**src/rtl/pkt_fifo_wr_arbiter_pkg.sv**
```systemverilog
`default_nettype none
// ============================================================================
// Module : pkt_fifo_wr_arbiter_pkg
// Brief  : Shared definitions for the packet FIFO write-side arbiter:
//          FSM state encoding, default maximum frame length and the layout
//          of the 9-bit FIFO word ({data[7:0], eod}, EOD in bit 0).
// Rev    : 1.0  initial release
// ============================================================================
package pkt_fifo_wr_arbiter_pkg;

  localparam logic [1:0] IDLE  = 2'd0;
  localparam logic [1:0] PASS  = 2'd1;
  localparam logic [1:0] FLUSH = 2'd2;
  localparam logic [1:0] GAP   = 2'd3;

  typedef enum logic [1:0] {
    S_IDLE  = IDLE,
    S_PASS  = PASS,
    S_FLUSH = FLUSH,
    S_GAP   = GAP
  } arb_state_t;

  localparam int MAX_FRAME_DEF = 1518;

  // FIFO word: data in bits [8:1], end-of-data marker in bit EOD_BIT.
  localparam int FIFO_W  = 9;
  localparam int EOD_BIT = 0;

  function automatic logic [FIFO_W-1:0] pack_word(input logic [7:0] data,
                                                  input logic       eod);
    return {data, eod};
  endfunction

endpackage
`default_nettype wire

```
**src/rtl/pkt_fifo_wr_arbiter_rr_pick.sv**
```systemverilog
`default_nettype none
// ============================================================================
// Module : pkt_fifo_wr_arbiter_rr_pick
// Brief  : Combinational round-robin priority encoder. Returns a one-hot
//          pick of the first asserted req at or after last_winner+1,
//          wrapping modulo NREQ. pick is all-zero when req is all-zero.
// Ports  : req         in  NREQ   request vector
//          last_winner in  IDX_W  index of the previous winner
//          pick        out NREQ   one-hot selection
// Rev    : 1.0  initial release
// ============================================================================
module pkt_fifo_wr_arbiter_rr_pick
  import pkt_fifo_wr_arbiter_pkg::*;
#(
  parameter int NREQ  = 2,
  parameter int IDX_W = 1
) (
  input  logic [NREQ-1:0]  req,
  input  logic [IDX_W-1:0] last_winner,
  output logic [NREQ-1:0]  pick
);

  // One extra bit so last_winner + NREQ cannot overflow before the wrap.
  localparam logic [IDX_W:0] C_NREQ = (IDX_W+1)'(NREQ);

  logic [IDX_W:0] cand;
  logic           found;

  always_comb begin
    pick  = '0;
    found = 1'b0;
    cand  = '0;
    for (int k = 1; k <= NREQ; k++) begin
      cand = {1'b0, last_winner} + (IDX_W+1)'(k);
      if (cand >= C_NREQ) begin
        cand = cand - C_NREQ;
      end
      if (!found && req[cand[IDX_W-1:0]]) begin
        pick[cand[IDX_W-1:0]] = 1'b1;
        found                 = 1'b1;
      end
    end
  end

endmodule
`default_nettype wire

```
**src/rtl/pkt_fifo_wr_arbiter.sv**
```systemverilog
`default_nettype none
// ============================================================================
// Module : pkt_fifo_wr_arbiter
// Brief  : Frame-atomic round-robin arbiter sharing one packet-FIFO write
//          port among NREQ byte producers. One whole frame per grant, new
//          grants held off while the FIFO is almost-full, overlong frames
//          truncated at MAX_FRAME bytes with a forced EOD.
// Ports  : clkw, rst_n (async, active-low)
//          req/gnt                       per-requester request / grant
//          src_di/src_we/src_eod/src_rdy per-requester byte stream
//          fifo_di/fifo_we/fifo_eod      FIFO write port
//          fifo_full/fifo_afull          FIFO status
//          trunc_err                     pulse on the truncated byte
// Config : PKT_ARB_STATS_EN adds frame_cnt (16 bits per requester) and
//          trunc_cnt (16 bits), both saturating.
// Rev    : 1.0  initial release
// ============================================================================
module pkt_fifo_wr_arbiter
  import pkt_fifo_wr_arbiter_pkg::*;
#(
  parameter int NREQ      = 2,
  parameter int MAX_FRAME = MAX_FRAME_DEF,
  parameter int CNT_W     = 11
) (
  input  logic              clkw,
  input  logic              rst_n,
  input  logic [NREQ-1:0]   req,
  output logic [NREQ-1:0]   gnt,
  input  logic [8*NREQ-1:0] src_di,
  input  logic [NREQ-1:0]   src_we,
  input  logic [NREQ-1:0]   src_eod,
  output logic [NREQ-1:0]   src_rdy,
  output logic [7:0]        fifo_di,
  output logic              fifo_we,
  output logic              fifo_eod,
  input  logic              fifo_full,
  input  logic              fifo_afull,
  output logic              trunc_err
`ifdef PKT_ARB_STATS_EN
  ,
  output logic [16*NREQ-1:0] frame_cnt,
  output logic [15:0]        trunc_cnt
`endif
);

  localparam int               IDX_W  = (NREQ > 1) ? $clog2(NREQ) : 1;
  localparam logic [CNT_W-1:0] C_LAST = CNT_W'(MAX_FRAME - 1);

  arb_state_t       state, state_nxt;
  logic [IDX_W-1:0] sel;
  logic [IDX_W-1:0] last_winner;
  logic [CNT_W-1:0] count;
  logic [NREQ-1:0]  pick;
  logic [IDX_W-1:0] pick_idx;
  logic             accept;
  logic             done;
  logic             trunc;

  pkt_fifo_wr_arbiter_rr_pick #(
    .NREQ  (NREQ),
    .IDX_W (IDX_W)
  ) u_rr_pick (
    .req         (req),
    .last_winner (last_winner),
    .pick        (pick)
  );

  always_comb begin
    pick_idx = '0;
    for (int i = 0; i < NREQ; i++) begin
      if (pick[i]) begin
        pick_idx = IDX_W'(i);
      end
    end
  end

  always_comb begin
    state_nxt = state;
    src_rdy   = '0;
    fifo_we   = 1'b0;
    fifo_di   = '0;
    fifo_eod  = 1'b0;
    trunc_err = 1'b0;
    accept    = 1'b0;
    done      = 1'b0;
    trunc     = 1'b0;
    case (state)
      S_IDLE: begin
        if ((|req) && !fifo_afull) begin
          state_nxt = S_PASS;
        end
      end
      S_PASS: begin
        fifo_di      = src_di[{sel, 3'b000} +: 8];
        fifo_eod     = src_eod[sel];
        src_rdy[sel] = !fifo_full;
        accept       = src_we[sel] & !fifo_full;
        fifo_we      = accept;
        if (accept) begin
          if (src_eod[sel]) begin
            done      = 1'b1;
            state_nxt = S_GAP;
          end else if (count == C_LAST) begin
            // Terminate the frame in the FIFO on its last allowed byte.
            trunc     = 1'b1;
            fifo_eod  = 1'b1;
            trunc_err = 1'b1;
            state_nxt = S_FLUSH;
          end
        end
      end
      S_FLUSH: begin
        src_rdy[sel] = 1'b1;
        if (src_we[sel] && src_eod[sel]) begin
          state_nxt = S_GAP;
        end
      end
      S_GAP: begin
        state_nxt = S_IDLE;
      end
      default: begin
        state_nxt = S_IDLE;
      end
    endcase
  end

  always_ff @(posedge clkw or negedge rst_n) begin
    if (!rst_n) begin
      state       <= S_IDLE;
      sel         <= '0;
      // Point at the highest index so requester 0 wins first after reset.
      last_winner <= IDX_W'(NREQ - 1);
      gnt         <= '0;
      count       <= '0;
    end else begin
      state <= state_nxt;
      case (state)
        S_IDLE: begin
          if (state_nxt == S_PASS) begin
            gnt   <= pick;
            sel   <= pick_idx;
            count <= '0;
          end
        end
        S_PASS: begin
          if (done) begin
            gnt         <= '0;
            last_winner <= sel;
            count       <= '0;
          end else if (trunc) begin
            count <= '0;
          end else if (accept) begin
            count <= count + CNT_W'(1);
          end
        end
        S_FLUSH: begin
          // A truncated frame also counts as this requester's turn.
          if (state_nxt == S_GAP) begin
            gnt         <= '0;
            last_winner <= sel;
          end
        end
        default: begin
        end
      endcase
    end
  end

`ifdef PKT_ARB_STATS_EN
  // A truncated frame still ends with EOD in the FIFO, so it counts as a
  // completed frame as well as a truncation.
  logic        frame_end;
  logic [15:0] fcnt [NREQ];

  assign frame_end = (state == S_PASS) && (done || trunc);

  for (genvar i = 0; i < NREQ; i++) begin : g_frame_cnt
    always_ff @(posedge clkw or negedge rst_n) begin
      if (!rst_n) begin
        fcnt[i] <= '0;
      end else if (frame_end && gnt[i] && (fcnt[i] != 16'hFFFF)) begin
        fcnt[i] <= fcnt[i] + 16'd1;
      end
    end
    assign frame_cnt[16*i +: 16] = fcnt[i];
  end

  always_ff @(posedge clkw or negedge rst_n) begin
    if (!rst_n) begin
      trunc_cnt <= '0;
    end else if (trunc && (trunc_cnt != 16'hFFFF)) begin
      trunc_cnt <= trunc_cnt + 16'd1;
    end
  end
`endif

endmodule
`default_nettype wire

```
**config.mk**
```make
export PLATFORM = sky130hd
export DESIGN_NAME = pkt_fifo_wr_arbiter
export DESIGN_NICKNAME = d
export VERILOG_FILES = /design/src/rtl/pkt_fifo_wr_arbiter_pkg.sv /design/src/rtl/pkt_fifo_wr_arbiter_rr_pick.sv /design/src/rtl/pkt_fifo_wr_arbiter.sv
export SDC_FILE = /design/constraint.sdc
export NUM_CORES = 1
export LEC_CHECK = 0
export BUFFER_PORTS_ARGS = -buffer_cell sky130_fd_sc_hd__buf_2
export CAP_MARGIN = 30
export CELL_PAD_IN_SITES_DETAIL_PLACEMENT = 0
export CELL_PAD_IN_SITES_GLOBAL_PLACEMENT = 2
export CORE_MARGIN = 2
export CORE_UTILIZATION = 27
export CTS_CLUSTER_DIAMETER = 100
export CTS_CLUSTER_SIZE = 40
export DETAILED_ROUTE_END_ITERATION = 10
export HOLD_SLACK_MARGIN = 0.05
export PLACE_DENSITY = 0.85
export SLEW_MARGIN = 20
export SYNTH_ARGS = -nofsm -noshare
export SYNTH_HDL_FRONTEND = slang
export SYNTH_HIERARCHICAL = 1
export SYNTH_SLANG_ARGS = --single-unit
export TNS_END_PERCENT = 10
```
**constraint.sdc**
```tcl
create_clock -name clkw -period 2.1 [get_ports clkw]
set_clock_uncertainty 0.2 [all_clocks]
set_input_delay 0.525 -clock clkw [delete_from_list [all_inputs] [get_ports clkw]]
set_output_delay 0.525 -clock clkw [all_outputs]
set_load 0.05 [all_outputs]
```
## Yosys cells after proc, flatten, opt, wreduce, memory -nomap -nowiden

Cells that the tools add are included.

| operators by class | value |
|---|---|
| add/sub/neg operators | 5 |
| magnitude comparators | 8 |
| equality and inequality tests | 10 |
| shifts and indexed selects | 1 |
| muxes and demuxes | 51 |
| bitwise logic cells | 3 |
| reductions and logical operators | 18 |

Operators with widths:

| operator | number |
|---|---|
| $mux 11 | 4 |
| $mux 1 | 28 |
| $pmux 11 s2 | 1 |
| $mux 2 | 10 |
| $shiftx 16x5->8 | 1 |
| $add 11x1->11 const B | 1 |
| $eq 11x11->1 const B | 1 |
| $mux 8 | 1 |
| $pmux 2 s4 | 1 |
| $eq 2x2->1 const B | 3 |
| $logic_and 1x1->1 | 6 |
| $lt 1x2->1 const B | 3 |
| $ne 2x2->1 const B | 3 |
| $pmux 2 s3 | 1 |
| $reduce_and 3->1 | 2 |
| $eq 2x1->1 const B | 2 |
| $ge 2x2->1 const B | 2 |
| $ne 4x4->1 const B | 1 |
| $pmux 2 s2 | 1 |
| $reduce_and 4->1 | 1 |
| $reduce_bool 2->1 | 2 |
| $demux 1 s1 | 3 |
| $ge 1x1->1 const B | 3 |
| $logic_not 1->1 | 3 |
| other kinds (11) | 12 |

| word-level totals | value |
|---|---|
| register bits after elaboration | 17 |
| logic and storage cells | 101 |

## Depth between registers and ports, before layout

Gate-level depths: netlist (run 1).

| logic depth | value |
|---|---|
| depth in word-level cells | 12 |
| mapped depth | 9 |
| depth with buffers taken out | 8 |

## Hierarchy

Netlist (run 1), hierarchy kept.

Modules (own cells, without submodules):

| module | times used | cells each | area an instance (um^2) | seq. area each (um^2) |
|---|---|---|---|---|
| pkt_fifo_wr_arbiter | 1 | 164 | 1421.4 | 426.7 |
| pkt_fifo_wr_arbiter_rr_pick | 1 | 3 | 18.8 | 0.0 |

## Least setup slack after synthesis (run 1)

No wires, ideal clock.

| path | value |
|---|---|
| path kind | input to output |
| start point | input port fifo_full |
| end point | output port fifo_eod |
| arrival time | 2314 ps |
| required time | 1375 ps |
| slack | -939 ps |
| stages on the path | 3 |
| buffers on the path | 0 |
| path through | nand4bb_1 or4_4 a21boi_0 |

| between the ends | value |
|---|---|
| longest elaborated chain between the ends | 4 |

Ends and longest elaborated chain:

| element | line | RTL |
|---|---|---|
| start, declared | pkt_fifo_wr_arbiter.sv:36 | `input logic fifo_full,` |
| $logic_not 1->1 | pkt_fifo_wr_arbiter.sv:97 | `accept = src_we[sel] & !fifo_full;` |
| $and 1x1->1 | pkt_fifo_wr_arbiter.sv:97 |  |
| $mux 1 | pkt_fifo_wr_arbiter.sv:99 | `if (accept) begin` |
| $mux 1 | pkt_fifo_wr_arbiter.sv:87 | `case (state)` |
| end, declared | pkt_fifo_wr_arbiter.sv:35 | `output logic fifo_eod,` |

Every way passes these cells.

## Final worst setup path (run 1)

| path | value |
|---|---|
| start point | register count[1] |
| end point | output port fifo_eod |

| between the ends | value |
|---|---|
| longest elaborated chain between the ends | 5 |

Ends and longest elaborated chain:

| element | line | RTL |
|---|---|---|
| start, declared | pkt_fifo_wr_arbiter.sv:52 | `logic [CNT_W-1:0] count;` |
| start signal, assigned | pkt_fifo_wr_arbiter.sv:153 | `count <= count + CNT_W'(1);` |
| $eq 11x11->1 | pkt_fifo_wr_arbiter.sv:103 | `end else if (count == C_LAST) begin` |
| $mux 1 | pkt_fifo_wr_arbiter.sv:103 |  |
| $mux 1 | pkt_fifo_wr_arbiter.sv:100 | `if (src_eod[sel]) begin` |
| $mux 1 | pkt_fifo_wr_arbiter.sv:99 |  |
| $mux 1 | pkt_fifo_wr_arbiter.sv:87 |  |

Every way passes these cells.

==> impl_summary.txt, run 1 <==
----------------------------------------------------
[Placed design]
  Post-DP Area ... 2103 um^2
  Placement Setup Slack ... -0.4306 ns
  Detailed Place HPWL ... about 3300 um
  Final GP Congestion ... 0.8529
  IO Port Bufs ... 40

[Yosys]
  Synthesized area divided by synthesized cell count ... ~8.6 um^2
  Cell count after synthesis ... 167
  Combined area of all synthesized cells ... approximately 1400 um^2
  Share of synthesized registers carrying an async set or reset ... 1.000
  Yosys reg bits ... 17
  Number of enable-type register cells in the synthesized netlist ... 0
  Flip-flop cell with the highest count after synthesis ... sky130_fd_sc_hd__dfrtp_1
  Seq/Total Area, Yosys ... 0.2963
  Yosys warnings ... 6
  Net count after synthesis ... 200
  Netlist cell types ... 51

[Worst hold path]
  HP Class ... register to register

[Timing]
  Pins over their slew limit ... 0
  Final min period ... 2.538 ns
  Final count of hold timing violations ... 0
  Final worst slack ... -0.4380 ns
  Final setup violating endpoints ... 28
  Worst-Margin Slew ... 0.4159 ns
  Upper clock frequency limit ... a little under 400 MHz
  Final worst-path cycle share ... 1.209
  Worst slew slack as a fraction of its limit ... 0.7228
  RSZ-0062 raised after global routing ... true

[Clock tree]
  Number of sinks handled by clock tree synthesis ... 17
  Clock insertion delay at the later pin of the skew report ... 0.25 ns
  Clock-pin slew of the registers on the worst-case setup and hold paths ... 0.07 ns
  Cts bufs inserted ... 3
  # H-tree levels ... 1
  TritonCTS clock tree ... yes
  Clock buffer depth ... 2
  Root cell of the clock tree ... sky130_fd_sc_hd__clkbuf_8

[Die]
  Die area ... approximately 5900 um^2
  Core Region ... 5140 um^2
  Starting density of the core ... 0.2802
  FP Rows ... 26
  Count of pins on the block boundary ... 41
  DIE WIDTH ... 77.04 um
  Die Ht ... 77.04 um

[GRT]
  Residual overflow from global routing ... 0
  Overall Global Routing Usage ... 0.1476
  Antenna violations before repair ... 0
  Number of global-route vias before repair ... 1502
  Maximum number of pins on one net before global-route repair ... 18
  Global-route wire length before repair ... 7203 um

[Pwr]
  Power Dens Cells ... 1413 nW/um^2
  Largest voltage drop on the vdd net ... approximately 0.55 mV
  Leakage power ... 1.069 nW

[Route]
  Remaining design rule violation count ... 0
  Number of iterations in the first detailed-routing pass ... 4
  Number of nets with antenna violations after detailed routing ... 0
  Detailed-route wire length per cell ... 13.28 um
  Via count of the routed design ... 1536
  Final WL ... about 4200 um
  Mean number of vias per cell ... approximately 4.8
  Number of DRC markers in iteration 0 ... 65

[Critical path]
  Kind of capture point of the worst setup path ... primary output
  Critical path fanouts, max ... 4
  Critical path data arrival time ... about 1.8 ns
  Worst EP required ... 1.37 ns
  Startpoint kind of the worst setup timing path ... register
  Category of the most critical setup path ... register to primary output

[Run status]
  Violated checks ... negative setup slack
  Outcome ... complete, but fails checks

[Finish]
  Final Core Density ... 0.4564
  Area added between synthesis and finish ... 62.90%
  Diodes inserted ... 0
  Finished Cell Area ... 2346 um^2
  Fraction of final layout cells sized beyond drive strength 1 ... 0.5261
  Final Net Count ... ~280

[Flow run]
  Total of max-cap violations ... 0

----------------------------------------------------
-- path summary, 6_finish.rpt --
check                      startpoint     endpoint  slack [ns]  depth (start not counted)
hold / removal                 gnt[1]       gnt[1]        0.29                          1
setup reg to reg             count[1]       gnt[1]       -0.29                          8
max in group asynchronous       rst_n  last_winner        0.84                          2
min in group asynchronous       rst_n     count[7]        0.53                          2
hold reg to reg                gnt[1]       gnt[1]        0.29                          1
setup / recovery             count[1]     fifo_eod       -0.44                          6
-- per-stage QoR --
step | instances | setup TNS (ns) | total power (W) | hold WS (ns)
after global placement | 314 | -5.211 | 0.002753 | 0.2687
after global routing | 319 | -5.945 | 0.003550 | 0.3186
after CTS | 319 | -3.676 | 0.003277 | 0.2950
after floorplan | 167 | -3.660 | 0.002001 | 0.02941
after detailed placement | 314 | -5.521 | 0.002758 | 0.2788
final | 319 | -3.235 | 0.003314 | 0.2909
-- critical path, stage by stage, from the launching register on --
cell and delay, ns:
sky130_fd_sc_hd__dfrtp_1 0.38, sky130_fd_sc_hd__inv_1 0.06, sky130_fd_sc_hd__ha_2 0.17, sky130_fd_sc_hd__nand4b_1 0.14, sky130_fd_sc_hd__or4_4 0.48, sky130_fd_sc_hd__a21boi_4 0.16, sky130_fd_sc_hd__buf_6 0.17
-- layout make-up --
| class | instances | area, um^2 |
|---|---|---|
| multi-input combinational | 135 | 1117 |
| clock buffer | 4 | 45.04 |
| timing repair buffer | 85 | 639.4 |
| inverter | 8 | 30.03 |
| sequential | 17 | 426.7 |
| fill | 522 | 2794 |
| tap | 70 | 87.58 |
-- routing by layer --
metal  GRT usage  routed length (um)  up-vias
met2      0.2526                2017       41
li1            -                   -      771
met4     0.04821                  62        0
met5           0                   0        -
met3     0.02353                 184        4
met1      0.1893                1971      720
-- cell usage in the layout, fill, tap and decap left out, types with 3 or more instances in the layout --
cell / instances
sky130_fd_sc_hd__o21ai_1: 10
sky130_fd_sc_hd__nor2_1: 10
sky130_fd_sc_hd__nand2_1: 10
sky130_fd_sc_hd__a31oi_1: 3
sky130_fd_sc_hd__o21ai_0: 4
sky130_fd_sc_hd__buf_6: 13
sky130_fd_sc_hd__or3_1: 3
sky130_fd_sc_hd__a21oi_1: 3
sky130_fd_sc_hd__buf_4: 41
sky130_fd_sc_hd__buf_2: 28
sky130_fd_sc_hd__nor2b_4: 10
sky130_fd_sc_hd__mux2i_1: 4
sky130_fd_sc_hd__inv_1: 6
sky130_fd_sc_hd__clkbuf_8: 3
sky130_fd_sc_hd__ha_1: 4
sky130_fd_sc_hd__mux2i_2: 7
sky130_fd_sc_hd__nand3_1: 5
sky130_fd_sc_hd__dfrtp_1: 16
sky130_fd_sc_hd__nand2b_1: 3
sky130_fd_sc_hd__o31ai_1: 4
sky130_fd_sc_hd__nor2b_1: 5
-- report_power, final --
group	leakage, nW	internal, W	switching, W
sequential	0.227	0.000413	0.0000633
clock	0.0228	0.000135	0.000115
combinational	0.819	0.00123	0.00136
total	1.07	0.00178	0.00154
-- synth_stat cells, types with 3 or more instances --
cell type | n | area (um^2)
sky130_fd_sc_hd__dfrtp_1 | 16 | 400.4
sky130_fd_sc_hd__nor2b_1 | 14 | 87.58
sky130_fd_sc_hd__nor2_1 | 12 | 45.04
sky130_fd_sc_hd__mux2i_1 | 11 | 110.1
sky130_fd_sc_hd__nand2_1 | 10 | 37.54
sky130_fd_sc_hd__inv_1 | 8 | 30.03
sky130_fd_sc_hd__o21ai_0 | 8 | 40.04
sky130_fd_sc_hd__ha_1 | 7 | 87.58
sky130_fd_sc_hd__o21ai_1 | 7 | 35.03
sky130_fd_sc_hd__a21oi_1 | 5 | 25.02
sky130_fd_sc_hd__nand3_1 | 5 | 25.02
sky130_fd_sc_hd__o31ai_1 | 5 | 37.54
sky130_fd_sc_hd__a31oi_1 | 3 | 18.77
sky130_fd_sc_hd__buf_2 | 3 | 15.01
sky130_fd_sc_hd__clkbuf_1 | 3 | 11.26
sky130_fd_sc_hd__nand2b_1 | 3 | 18.77
sky130_fd_sc_hd__or3_1 | 3 | 18.77
-- what timing repair did --
action	CTS	global route
hold buffers	1	0
pin swaps	5	2
setup buffers	0	0
resized for setup	46	13
endpoints found under the hold margin	16	0
setup endpoints to repair	28	28
-- registers in the layout (all words and copies together) (netlist names) --
signal,flops
sel,1
last_winner,1
state,2
gnt,2
count,11
-- kinds of logic after synthesis --
kind of cell / after synthesis / share of synthesized area
fa+ha+maj: 7 / 0.06081
flops: 17 / 0.2963
compound gates: 51 / 0.2502
buf+inv: 15 / 0.04431
mux: 14 / 0.09991
simple gates: 63 / 0.2485
(Power assumes the default switching activity.)
==> inputs of run 2 (changes only) <==
--- a/config.mk
+++ b/config.mk
@@ -16,9 +16,10 @@
 export DETAILED_ROUTE_END_ITERATION = 10
 export HOLD_SLACK_MARGIN = 0.05
 export PLACE_DENSITY = 0.85
+export RECOVER_POWER = 50
 export SLEW_MARGIN = 20
 export SYNTH_ARGS = -nofsm -noshare
 export SYNTH_HDL_FRONTEND = slang
 export SYNTH_HIERARCHICAL = 1
 export SYNTH_SLANG_ARGS = --single-unit
-export TNS_END_PERCENT = 10
+export TNS_END_PERCENT = 100
==> run 2 against run 1 <==
The run still ends with negative setup slack left. Flip-flop and latch count unchanged. Sequential share of layout area fell by 1.9 points. Total power is 16% higher. Cell count rose by 3.4%. Combinational power is 19% higher. Routed wire length rose by 4.6%. Register-to-register slack worse by 0.05 ns. Die area did not move. Clock-buffer cell count fell by 1. Critical endpoint unchanged.
==> impl_summary.txt, run 2 (synthesis results as in run 1) <==
----------------------------------------------------
[Critical path]
  Critical path data arrival time ... 1.76 ns (-0.05 ns)
  Worst EP required ... 1.37 ns (about the same)
  Origin of the critical flop-to-flop path ... sel
  Critical path fanouts, max ... 2 (-2)
  Critical-path cell list ... mux2i_2 > or4_4 > a21boi_4 > buf_6
  Reg-to-reg critical path endpoint ... gnt[0]
  Category of the most critical setup path ... register to primary output
  Crit path max-delay cell type ... sky130_fd_sc_hd__or4_4
  Kind of capture point of the worst setup path ... primary output
  Startpoint kind of the worst setup timing path ... register
  Largest incremental delay on the critical path ... 0.57 ns (+0.09 ns)
  Slack of the worst reg-to-reg path ... -0.34 ns (-0.05 ns)
  R2r worst-path depth ... 7 (-1)

[Die]
  Count of pins on the block boundary ... 41 (unchanged)
  Core Region ... 5140 um^2 (unchanged)
  FP Rows ... 26 (unchanged)
  Starting density of the core ... 0.2802 (unchanged)
  Die area ... 5934 um^2 (unchanged)
  Die Ht ... 77.04 um (unchanged)
  DIE WIDTH ... 77.04 um (unchanged)

[Clock tree]
  Clock buffer depth ... 2 (unchanged)
  Clock insertion delay at the later pin of the skew report ... 0.25 ns (about the same)
  # H-tree levels ... 1 (unchanged)
  Root cell of the clock tree ... sky130_fd_sc_hd__clkbuf_8
  Cts bufs inserted ... 3 (unchanged)
  Number of sinks handled by clock tree synthesis ... 17 (unchanged)
  TritonCTS clock tree ... yes
  Clock-pin slew of the registers on the worst-case setup and hold paths ... 0.07 ns (about the same)

[Route]
  Final WL ... 4432 um (+4.6%)
  Remaining design rule violation count ... 0 (unchanged)
  Number of nets with antenna violations after detailed routing ... 0 (unchanged)
  Mean number of vias per cell ... 4.776 (-0.82%)
  Detailed-route wire length per cell ... 13.43 um (+1.1%)
  Number of DRC markers in iteration 0 ... 41 (-37%)
  Number of iterations in the first detailed-routing pass ... 4 (unchanged)
  Via count of the routed design ... 1576 (+2.6%)

[Placed design]
  IO Port Bufs ... 40 (unchanged)
  Detailed Place HPWL ... 3327 um (+1.6%)
  Final GP Congestion ... 0.8549 (+0.23%)
  Post-DP Area ... 2148 um^2 (+2.1%)

[Pwr]
  Largest voltage drop on the vdd net ... 0.6548 mV (+19%)
  Overall power consumption ... 0.003833 W (+16%)
  Leakage power ... 1.164 nW (+8.9%)
  Power Dens Cells ... 1457 nW/um^2 (+3.2%)

[Timing]
  Final count of hold timing violations ... 0 (unchanged)
  Final hold slack ... 0.2949 ns (+0.004033 ns)
  Final worst-path cycle share ... 1.182 (-0.02691)
  Final min period ... 2.481 ns (-0.05651 ns)
  Worst slew slack as a fraction of its limit ... 0.3687 (-0.3541)
  RSZ-0062 raised after global routing ... true
  Final worst slack ... -0.3815 ns (+0.05651 ns)
  Final setup violating endpoints ... 28 (unchanged)
  Worst-Margin Slew ... 0.9470 ns (+0.5311 ns)
  Pins over their slew limit ... 0 (unchanged)
  Final sum of negative setup slack ... -5.757 ns (-2.522 ns)
  Upper clock frequency limit ... 403.0 MHz (+2.3%)

[Finish]
  Max FFs per register ... 11 (unchanged)
  Area taken by multi-input logic gates ... 1259 um^2 (+13%)
  Register area ... 429.2 um^2 (+0.59%)
  Final Core Density ... 0.5117 (+0.05526)
  Area added between synthesis and finish ... 82.62%
  Fraction of final layout cells sized beyond drive strength 1 ... 0.5846 (+0.05851)
  Largest Register ... count
  Diodes inserted ... 0 (unchanged)
  Most frequent cells in the layout ... sky130_fd_sc_hd__buf_4, sky130_fd_sc_hd__buf_2, sky130_fd_sc_hd__buf_6, sky130_fd_sc_hd__dfrtp_1, sky130_fd_sc_hd__nor2_1
  Finished Cell Area ... 2630 um^2 (+12%)
  Final Net Count ... 294 (+3.9%)
  FILL cells ... 487 (-6.7%)
  Most common cell after layout, fill and taps aside ... sky130_fd_sc_hd__buf_4
  Largest registers in the final layout ... count (11), gnt (2), state (2)

[Worst hold path]
  Min-Delay Endpoint ... gnt[0]
  Depth of the worst hold-timing path ... 1 (unchanged)
  Worst min-delay path startpoint ... gnt[0]
  HP Class ... register to register

[GRT]
  Global-route layer with the greatest usage ... met2
  Global-route met2 utilization ... 0.2518 (-0.0008772)
  Maximum number of pins on one net before global-route repair ... 18 (unchanged)
  Overall Global Routing Usage ... 0.1537 (+0.006067)
  Met3 track utilization from global routing ... 0.02706 (+0.003529)
  Global-route wire length before repair ... 7486 um (+3.9%)
  Met1 layer usage reported by global route ... 0.2060 (+0.01666)
  Residual overflow from global routing ... 0 (unchanged)
  Antenna violations before repair ... 0 (unchanged)
  Number of global-route vias before repair ... 1579 (+5.1%)

[Run status]
  Outcome ... complete, but fails checks
  Violated checks ... negative setup slack

[Flow run]
  Total of max-cap violations ... 0 (unchanged)

----------------------------------------------------
## run 2: cell count changes in the layout (fill, tap and decap cells not counted), sizes merged
| cell | delta |
|---|---|
| clkinv | +1 |
| buf | +10 |
## run 2: what timing repair did
item / 4_1_cts / 5_1_grt
hold buffers: 1 / 0
hold endpoints to repair: 16 / 0
resized for setup: 63 / 26
setup endpoints to repair: 27 / 29
pin swaps: 4 / 6
setup buffers: 8 / 3
## run 2: how the worst max path moves through the flow
stage | slack (ns) | from | end
floorplan | -0.21 | fifo_full | gnt[0]
global placement | -0.38 | fifo_full | gnt[0]
detailed placement | -0.41 | fifo_full | gnt[1]
CTS | -0.39 | count[1] | fifo_eod
global route | -0.44 | count[1] | fifo_eod
finish | -0.38 | sel | fifo_eod
## run 2: layer usage
layer	up-vias	part of all wire	wire length [um]
met5	-	0	0
met4	0	0.0077	34
met3	2	0.046	206
met2	41	0.45	1997
met1	733	0.50	2194
li1	800	-	-
## run 2: through the flow
| stage | cells | worst slack (ns) |
|---|---|---|
| after global routing | 330 | -0.4415 |
| after floorplan | 167 | -0.2119 |
| after CTS | 328 | -0.3944 |
| after global placement | 315 | -0.3833 |
| after detailed placement | 315 | -0.4116 |
| final | 330 | -0.3815 |
## run 2: cell type report
class | count | area share
Clock buffer | 3 | 0.01570
Clock inverter | 1 | 0.001903
Inverter | 8 | 0.01332
Multi-Input combinational cell | 135 | 0.4786
Sequential cell | 17 | 0.1632
Tap cell | 70 | 0.03330
Timing Repair Buffer | 96 | 0.2940
## run 2: where the power goes
part           total [W]  leakage [nW]  internal, W  switching (W)
sequential      0.000497         0.225     0.000416      0.0000810
clock           0.000250        0.0255     0.000132       0.000119
combinational    0.00308         0.913      0.00157        0.00152
## run 2: worst max-delay path, delay by kind of cell, from the launching register on
family	cells	cell delay (ns)
and+or+nand+nor	1	0.57
DFF	1	0.43
muxes	1	0.19
buffers and inverters	1	0.17
AOI/OAI and AO/OA	1	0.15
